===== src/rtl/rv_ctrl_pkg.sv =====
// rv_ctrl_pkg: shared opcodes, FSM states, datapath select encodings and trap causes
package rv_ctrl_pkg;
  localparam logic [6:0] OP_LOAD   = 7'b0000011;
  localparam logic [6:0] OP_STORE  = 7'b0100011;
  localparam logic [6:0] OP_OP     = 7'b0110011;
  localparam logic [6:0] OP_OP32   = 7'b0111011;
  localparam logic [6:0] OP_IMM    = 7'b0010011;
  localparam logic [6:0] OP_IMM32  = 7'b0011011;
  localparam logic [6:0] OP_BRANCH = 7'b1100011;
  localparam logic [6:0] OP_JAL    = 7'b1101111;
  localparam logic [6:0] OP_JALR   = 7'b1100111;
  localparam logic [6:0] OP_AUIPC  = 7'b0010111;
  localparam logic [6:0] OP_LUI    = 7'b0110111;

  typedef enum logic [3:0] {
    S_BOOT, S_FETCH, S_DECODE, S_MEMADR, S_MEMREAD, S_MEMWB, S_MEMWRITE, S_EXECR,
    S_EXECI, S_ALUWB, S_BRANCH, S_JALR, S_JAL, S_AUIPC, S_LUI, S_TRAP
  } state_e;

  localparam logic [1:0] A_PC = 2'b00, A_OLDPC = 2'b01, A_RS1 = 2'b10, A_ZERO = 2'b11;
  localparam logic [1:0] B_RS2 = 2'b00, B_IMM = 2'b01, B_FOUR = 2'b10;
  localparam logic [1:0] ALU_ADD = 2'b00, ALU_BR = 2'b01, ALU_FN = 2'b10;
  localparam logic [1:0] RES_ALUOUT = 2'b00, RES_MEM = 2'b01, RES_ALU = 2'b10;
  localparam logic [2:0] IMM_I = 3'b000, IMM_S = 3'b001, IMM_B = 3'b010, IMM_J = 3'b011, IMM_U = 3'b100;
  localparam logic [1:0] CAUSE_NONE = 2'b00, CAUSE_ILLEGAL = 2'b01, CAUSE_BUS = 2'b10;

  // Successor of DECODE; unknown opcodes fall into TRAP
  function automatic state_e decode_next(input logic [6:0] op);
    case (op)
      OP_LOAD, OP_STORE: return S_MEMADR;
      OP_OP, OP_OP32:    return S_EXECR;
      OP_IMM, OP_IMM32:  return S_EXECI;
      OP_BRANCH:         return S_BRANCH;
      OP_JAL:            return S_JAL;
      OP_JALR:           return S_JALR;
      OP_AUIPC:          return S_AUIPC;
      OP_LUI:            return S_LUI;
      default:           return S_TRAP;
    endcase
  endfunction

  // Immediate format for the extender; unlisted opcodes default to I
  function automatic logic [2:0] imm_sel(input logic [6:0] op);
    case (op)
      OP_STORE:        return IMM_S;
      OP_BRANCH:       return IMM_B;
      OP_JAL:          return IMM_J;
      OP_AUIPC, OP_LUI: return IMM_U;
      default:         return IMM_I;
    endcase
  endfunction
endpackage


===== src/rtl/mem_wait_watchdog.sv =====
// mem_wait_watchdog: counts stalled memory cycles and flags a timeout on the last allowed one
module mem_wait_watchdog #(
  parameter int WAIT_LIMIT = 16
) (
  input  logic clk,
  input  logic rst_n,
  input  logic active_i,
  input  logic ready_i,
  output logic timeout_o
);
  localparam int CW = $clog2(WAIT_LIMIT + 1);
  logic [CW-1:0] cnt_q, cnt_d;
  logic waiting;
  assign waiting = active_i && !ready_i;
  assign cnt_d = waiting ? cnt_q + CW'(1) : '0;
  assign timeout_o = waiting && (cnt_q == CW'(WAIT_LIMIT - 1));
  // stall counter, cleared whenever the request completes or no request is pending
  always_ff @(posedge clk or negedge rst_n)
    if (!rst_n) cnt_q <= '0;
    else cnt_q <= cnt_d;
endmodule


===== src/rtl/multicycle_controller.sv =====
// multicycle_controller: sequencing FSM for the multicycle RV64I datapath
module multicycle_controller
  import rv_ctrl_pkg::*;
#(
  parameter int WAIT_LIMIT = 16,
  parameter int CNT_W = 64
) (
  input  logic             clk,
  input  logic             rst_n,
  input  logic [6:0]       opcode,
  input  logic             br_taken,
  input  logic             mem_ready,
  output logic             mem_req,
  output logic             mem_write,
  output logic             adr_src,
  output logic             ir_write,
  output logic             pc_update,
  output logic [1:0]       alu_src_a,
  output logic [1:0]       alu_src_b,
  output logic [1:0]       alu_op,
  output logic [1:0]       result_src,
  output logic [2:0]       imm_src,
  output logic             reg_write,
  output logic             is_word,
  output logic             retire,
  output logic [CNT_W-1:0] instret,
  output logic             trap,
  output logic [1:0]       trap_cause
);
  state_e state_q, state_d;
  logic [1:0] cause_q, cause_d;
  logic [CNT_W-1:0] instret_q;
  logic wait_active, timeout;
  assign wait_active = state_q inside {S_FETCH, S_MEMREAD, S_MEMWRITE};
  mem_wait_watchdog #(.WAIT_LIMIT(WAIT_LIMIT)) u_wdog (
    .clk(clk), .rst_n(rst_n), .active_i(wait_active), .ready_i(mem_ready), .timeout_o(timeout)
  );
  assign imm_src = imm_sel(opcode);
  assign is_word = opcode inside {OP_OP32, OP_IMM32};
  assign trap = state_q == S_TRAP;
  assign trap_cause = cause_q;
  assign instret = instret_q;
  // state, sticky trap cause and retired-instruction counter
  always_ff @(posedge clk or negedge rst_n)
    if (!rst_n) begin
      state_q <= S_BOOT;
      cause_q <= CAUSE_NONE;
      instret_q <= '0;
    end else begin
      state_q <= state_d;
      cause_q <= cause_d;
      instret_q <= instret_q + CNT_W'(retire);
    end
  // next state and per-state datapath controls; wait states leave to TRAP on watchdog timeout
  always_comb begin
    state_d = state_q;
    cause_d = cause_q;
    mem_req = 1'b0;
    mem_write = 1'b0;
    adr_src = 1'b0;
    ir_write = 1'b0;
    pc_update = 1'b0;
    reg_write = 1'b0;
    retire = 1'b0;
    alu_src_a = A_PC;
    alu_src_b = B_RS2;
    alu_op = ALU_ADD;
    result_src = RES_ALUOUT;
    case (state_q)
      S_BOOT: state_d = S_FETCH;
      S_FETCH: begin
        mem_req = 1'b1;
        alu_src_b = B_FOUR;
        result_src = RES_ALU;
        ir_write = mem_ready;
        pc_update = mem_ready;
        state_d = mem_ready ? S_DECODE : timeout ? S_TRAP : S_FETCH;
      end
      S_DECODE: begin
        alu_src_a = A_OLDPC;
        alu_src_b = B_IMM;
        state_d = decode_next(opcode);
        cause_d = (state_d == S_TRAP) ? CAUSE_ILLEGAL : cause_q;
      end
      S_MEMADR: begin
        alu_src_a = A_RS1;
        alu_src_b = B_IMM;
        state_d = (opcode == OP_LOAD) ? S_MEMREAD : S_MEMWRITE;
      end
      S_MEMREAD: begin
        mem_req = 1'b1;
        adr_src = 1'b1;
        state_d = mem_ready ? S_MEMWB : timeout ? S_TRAP : S_MEMREAD;
      end
      S_MEMWB: begin
        result_src = RES_MEM;
        reg_write = 1'b1;
        retire = 1'b1;
        state_d = S_FETCH;
      end
      S_MEMWRITE: begin
        mem_req = 1'b1;
        mem_write = 1'b1;
        adr_src = 1'b1;
        retire = mem_ready;
        state_d = mem_ready ? S_FETCH : timeout ? S_TRAP : S_MEMWRITE;
      end
      S_EXECR: begin
        alu_src_a = A_RS1;
        alu_op = ALU_FN;
        state_d = S_ALUWB;
      end
      S_EXECI: begin
        alu_src_a = A_RS1;
        alu_src_b = B_IMM;
        alu_op = ALU_FN;
        state_d = S_ALUWB;
      end
      S_ALUWB: begin
        reg_write = 1'b1;
        retire = 1'b1;
        state_d = S_FETCH;
      end
      S_BRANCH: begin
        alu_src_a = A_RS1;
        alu_op = ALU_BR;
        pc_update = br_taken;
        retire = 1'b1;
        state_d = S_FETCH;
      end
      S_JALR: begin
        alu_src_a = A_RS1;
        alu_src_b = B_IMM;
        state_d = S_JAL;
      end
      S_JAL: begin
        alu_src_a = A_OLDPC;
        alu_src_b = B_FOUR;
        pc_update = 1'b1;
        state_d = S_ALUWB;
      end
      S_AUIPC: begin
        alu_src_a = A_OLDPC;
        alu_src_b = B_IMM;
        state_d = S_ALUWB;
      end
      S_LUI: begin
        alu_src_a = A_ZERO;
        alu_src_b = B_IMM;
        state_d = S_ALUWB;
      end
      default: ;
    endcase
    if (timeout) cause_d = CAUSE_BUS;
  end
endmodule

===== config.mk =====
export PLATFORM = sky130hd
export DESIGN_NAME = multicycle_controller
export DESIGN_NICKNAME = d
export VERILOG_FILES = /design/src/rtl/rv_ctrl_pkg.sv /design/src/rtl/mem_wait_watchdog.sv /design/src/rtl/multicycle_controller.sv
export SDC_FILE = /design/constraint.sdc
export NUM_CORES = 1
export LEC_CHECK = 0
export BUFFER_PORTS_ARGS = -buffer_cell sky130_fd_sc_hd__buf_2
export CAP_MARGIN = 5
export CORE_ASPECT_RATIO = 1.1
export CORE_MARGIN = 1.5
export CORE_UTILIZATION = 40
export CTS_CLUSTER_DIAMETER = 150
export DETAILED_ROUTE_END_ITERATION = 8
export GPL_TIMING_DRIVEN = 1
export PLACE_DENSITY_LB_ADDON = 0.3
export SYNTH_ARGS = -nofsm -noshare
export SYNTH_HDL_FRONTEND = slang
export SYNTH_SLANG_ARGS = --single-unit

===== constraint.sdc =====
create_clock -name clk -period 8.1 [get_ports clk]
set_clock_uncertainty 0.05 [all_clocks]
set_input_delay 0.81 -clock clk [delete_from_list [all_inputs] [get_ports clk]]
set_output_delay 0.81 -clock clk [all_outputs]
set_load 0.02 [all_outputs]

* Word level (Yosys, flattened, before mapping) *
Cells that the tools add are included.

word-level totals
  flip-flop bits (word level) = 75
  input bits = 11
  output and inout bits = 86
  logic and storage cells = 85

operators by class
  $add $sub $neg = 2
  equal/unequal tests = 28
  mux-type cells = 26
  reductions and logical operators = 25

operator list
  operator                                                         number
  64-bit by 1-bit adder with 64-bit output                         1
  4-bit one-hot mux with 8 select lines                            2
  4-bit == test, second input constant                             9
  7-bit by 6-bit == test with 1-bit output, second input constant  4
  4-bit two-way mux                                                7
  7-bit by 5-bit == test with 1-bit output, second input constant  3
  7-bit == test, second input constant                             3
  4-bit by 3-bit == test with 1-bit output, second input constant  4
  2-bit OR reduction                                               8
  2-bit one-hot mux with 2 select lines                            3
  3-bit one-hot mux with 4 select lines                            1
  5-bit OR reduction                                               2
  3-bit OR reduction                                               3
  4-bit by 2-bit == test with 1-bit output, second input constant  2
  2-bit two-way mux                                                4
  8-bit nonzero test                                               1
  7-bit by 2-bit == test with 1-bit output, second input constant  1
  2-bit one-hot mux with 3 select lines                            1
  2-bit nonzero test                                               3
  6-bit OR reduction                                               1
  5-bit by 1-bit adder with 5-bit output, second input constant    1
  5-bit by 4-bit == test with 1-bit output, second input constant  1
  1-bit two-way mux                                                5
  5-bit two-way mux                                                1
  other kinds (9)                                                  10

* Depth between registers and ports, before layout *
  depth in word-level cells = 8
  gate-level depth with buffers = 13
  mapped depth without buffers = 11

* By module *
From an unflattened synthesis, not the netlist that was laid out.

second synthesis, totals
  cell total of the unflattened synthesis = 411
  area total of the unflattened synthesis = 3958.8 um2

modules (own cells, without submodules)
  module                 instances  cells an instance  area each (um2)
  multicycle_controller  1          389                3723.6
  mem_wait_watchdog      1          22                 235.2

* Worst setup path before layout *
Ideal clock, no wire load.

  path kind = register to register
  from = register state_q[0]
  to = register instret_q[32], in the netlist instret[32]
  arrival time = 3030 ps
  required time = 7970 ps
  setup slack = 4941 ps
  cell stages (with the launch flop) = 13
  buffers on the path = 2
  cells stage by stage = dfrtp_1 > clkbuf_1 > nand2_1 > nor3_1 > or2_2 > ha_1 > ha_1 > nand2_1 > nor2_1 > and3_2 > buf_2 > and4_1 > xor2_1

between the ends
  cells in the longest elaborated chain, start to end = 4
  elaborated cells between the ends (all ways) = 7

ends and longest elaborated chain
  element                                                                    RTL line                     text
  start: declaration                                                         multicycle_controller.sv:30  state_e state_q, state_d;
  start signal: assignment                                                   multicycle_controller.sv:50  state_q <= state_d;
  4-bit == test or 4-bit by 3-bit == test with 1-bit output (tied branches)  multicycle_controller.sv:69  case (state_q)
  3-bit OR reduction (no source line)                                        -
  1-bit one-hot mux with 2 select lines (*)                                  multicycle_controller.sv:69
  via retire                                                                 multicycle_controller.sv:25  output logic retire,
  64-bit by 1-bit adder with 64-bit output (*)                               multicycle_controller.sv:52  instret_q <= instret_q + CNT_W'(retire);
  end signal: assignment                                                     multicycle_controller.sv:52
  end: declaration                                                           multicycle_controller.sv:32  logic [CNT_W-1:0] instret_q;

Mark *: on every way through the listed nets, which the timed path passes. The rest lies on a longest branch.
A chain may end at the register's enable or synchronous reset.

* Final worst setup path *
  from = register state_q[0]
  to = register instret_q[48], in the netlist instret[48]

between the ends
  cells in the longest elaborated chain, start to end = 4
  elaborated cells between the ends (all ways) = 7

ends and longest elaborated chain
  element                                                                    RTL line
  4-bit == test or 4-bit by 3-bit == test with 1-bit output (tied branches)  multicycle_controller.sv:69
  3-bit OR reduction (no source line)                                        -
  1-bit one-hot mux with 2 select lines (*)                                  multicycle_controller.sv:69
  64-bit by 1-bit adder with 64-bit output (*)                               multicycle_controller.sv:52

Mark *: on every way between the ends. The rest lies on a longest branch, timed or not.

==> impl_metrics.ini <==
[power_and_ir_drop]
total_power_mw = 1.07
powerDensity_nw_per_um2 = 224
ir_worst_vdd_mv = 0.0915
leakagePower_nw = 2.38

[timing]
finalSetupViolCount = 0
rsz0062_at_grt = false
whs_ns = 0.415
fmax_mhz = 294
relSlewSlack_pct = 38.0
hold_viol_final = 0
tightest_slew_ns = 0.930
fin_crit_ns = 3.40
tns_ns = 0
slew_violations = 0
fin_crit_sh_pct = 42.0

[synthesis]
yosys-mux-area-fraction_pct = 0.505
synth_edf_count = 0
synth-simple-area-share_pct = 27.8
synth_compound_area_share_pct = 5.72
synth_nets = 433
ys_types = 43
synth_top_area_cell = dfrtp_1
synth_common_cells = 75 x dfrtp_1, 42 x nor2_1, 40 x nand2_1
yosysSeqAreaShare_pct = 47.4
synth_top_cell_area_share_pct = 47.4
syn_inst = 418
synthXorXnorAreaFrac_pct = 14.4
synth_top_family_by_area = simple AND/OR/NAND/NOR gates
syn_avg_cell_area_um2 = 9.48
synth_fa_ha_area_share_pct = 1.26
async_flop_share_pct = 100
ys_seq_elements = 75
synth-main-ff-cell = dfrtp_1
netlist_area_um2 = 3960
synth.area.top_cells = dfrtp_1 47%, xnor2_1 8.0%, xor2_1 6.4%
yosys_warnings = 0
synth_most_common_cell = dfrtp_1

[finish]
seq_area_um2 = 1880
syn_to_final_growth_pct = 20.4
fillers = 902
stdcell_count = 635
fin_area_um2 = 4770
diodes = 0
nets = 528
multiInputGateArea_um2 = 1970
drive_above_1_share_pct = 24.9

[placement]
dpl.hpwl_mm = 6.55
dpl.cell_count = 619
gp_congestion = 0.829
port_buffers = 96
placed_cell_area_um2 = 4550

[route]
wl_met3_um = 394
drc = 0
wl_per_cell_um = 14.1
drt_first_iter_violations = 136
wl_met1_mm = 4.12
vias_per_cell = 5.22
topRoutingLayerUsed = met4
ant_nets = 0
drt_wl_total_mm = 8.95
vias = 3317
firstDrtPassIters = 5
route.met2.wl_mm = 4.28

[clocking]
cts_tree = done
cts_setup_buffers = 0
ctsHtreeMaxLevel = 3
numCtsBuffers = 9
cts-root-buf = clkbuf_8
cts_sinks = 75
clock_path_buffers = 2
post_cts_resized = 0
holdBufCountCts = 0
path_clk_slew_ns = 0.09
clk_latency_ns = 0.35

[die]
initial_core_util_pct = 41.8
fp.dieH_um = 107
die-area_um2 = 10500
die_w_um = 97.9
core-area_um2 = 9490
ios = 97
rows = 37

[critical_path]
crit_arrival_ns = 3.61
cp.required_ns = 8.32
worst-setup-path-type = reg -> reg
cp-end-kind = flop
worstSetupStartpointType = flop
worstPathMaxFanout = 22

[global_route]
grt_max_degree = 76
antenna_found_initial = 0
gr-total-overflow = 0
grt_pass1_vias = 3099
grt_usage_pct = 17.6
grt_pass1_wl_mm = 15.1

[min_path]
hp-class = reg -> reg

[flow_run]
cap_violations = 0

[run_status]
status = complete, no violations
-- registers in the layout, indices dropped and copies added (netlist names) --
signal,cells
instret,64
trap_cause,2
state_q,4
u_wdog.cnt_q,5
-- stage by stage --
stage	util (%)	setup WS (ns)
floorplan	-	4.94
global placement	47.9	4.68
detailed placement	47.9	4.52
CTS	50.3	4.69
global route	50.3	4.36
finish	50.3	4.70
-- path summary, 6_finish.rpt --
path,depth (start not counted),slack [ns],end,startpoint
setup reg to reg,10,4.70,instret[48],state_q[0]
setup / recovery,10,4.70,instret[48],state_q[0]
max in group asynchronous,1,6.84,instret[13],rst_n
hold / removal,1,0.42,instret[63],instret[63]
min in group asynchronous,1,0.54,instret[21],rst_n
hold reg to reg,1,0.42,instret[63],instret[63]
-- layout make-up --
class                           instances  area share (%)
Inverter                               19            1.49
Timing Repair Buffer                   96            10.1
Tap cell                              117            3.07
Clock inverter                          6            1.86
Multi-Input combinational cell        312            41.2
Clock buffer                           10            2.88
Sequential cell                        75            39.3
-- cell families after synthesis --
kind of cell,after synthesis
AOI/OAI and AO/OA,38
xor gates and xnor gates,65
adders and majority gates,4
buffers and inverters,31
DFF,75
muxes,2
and+or+nand+nor,203
-- critical path: stages (launching register included) --
cell and delay [ns]:
dfrtp_1 0.73, nand2_1 0.18, nor3_1 0.29, or2_2 0.17, ha_1 0.18, ha_1 0.24
nand2_1 0.07, nor2_1 0.51, nand4_2 0.41, nor3_1 0.32, xor2_1 0.17
-- per-layer routing --
layer | track usage, % | vias to the layer above
met2 | 28.0 | 93
met3 | 3.18 | 12
met1 | 23.9 | 1587
met5 | 0 | -
met4 | 6.63 | 0
li1 | - | 1625
-- where the power goes --
part	total [mW]	internal [mW]	leakage, nW	switching, mW
Clock	0.325	0.182	0.108	0.143
Sequential	0.462	0.403	0.989	0.0599
Combinational	0.281	0.103	1.28	0.178
-- cell usage in the layout (no fill, tap or decap), types with 3 or more instances in the layout --
cell,instances
and4_1,3
a21oi_1,13
or3_1,3
xor2_1,29
o21ai_0,12
nor4_1,8
nor2b_1,6
nor2_1,42
buf_2,95
nor4_2,3
nor3_1,19
and3_1,6
nand2b_1,9
nand3_1,26
xnor2_1,36
or2_2,5
inv_1,19
a211oi_1,3
and2_1,4
dfrtp_1,75
ha_1,4
nand2_1,40
clkbuf_8,10
nand4_1,16
Note: power is estimated with default switching activity, not from simulation.
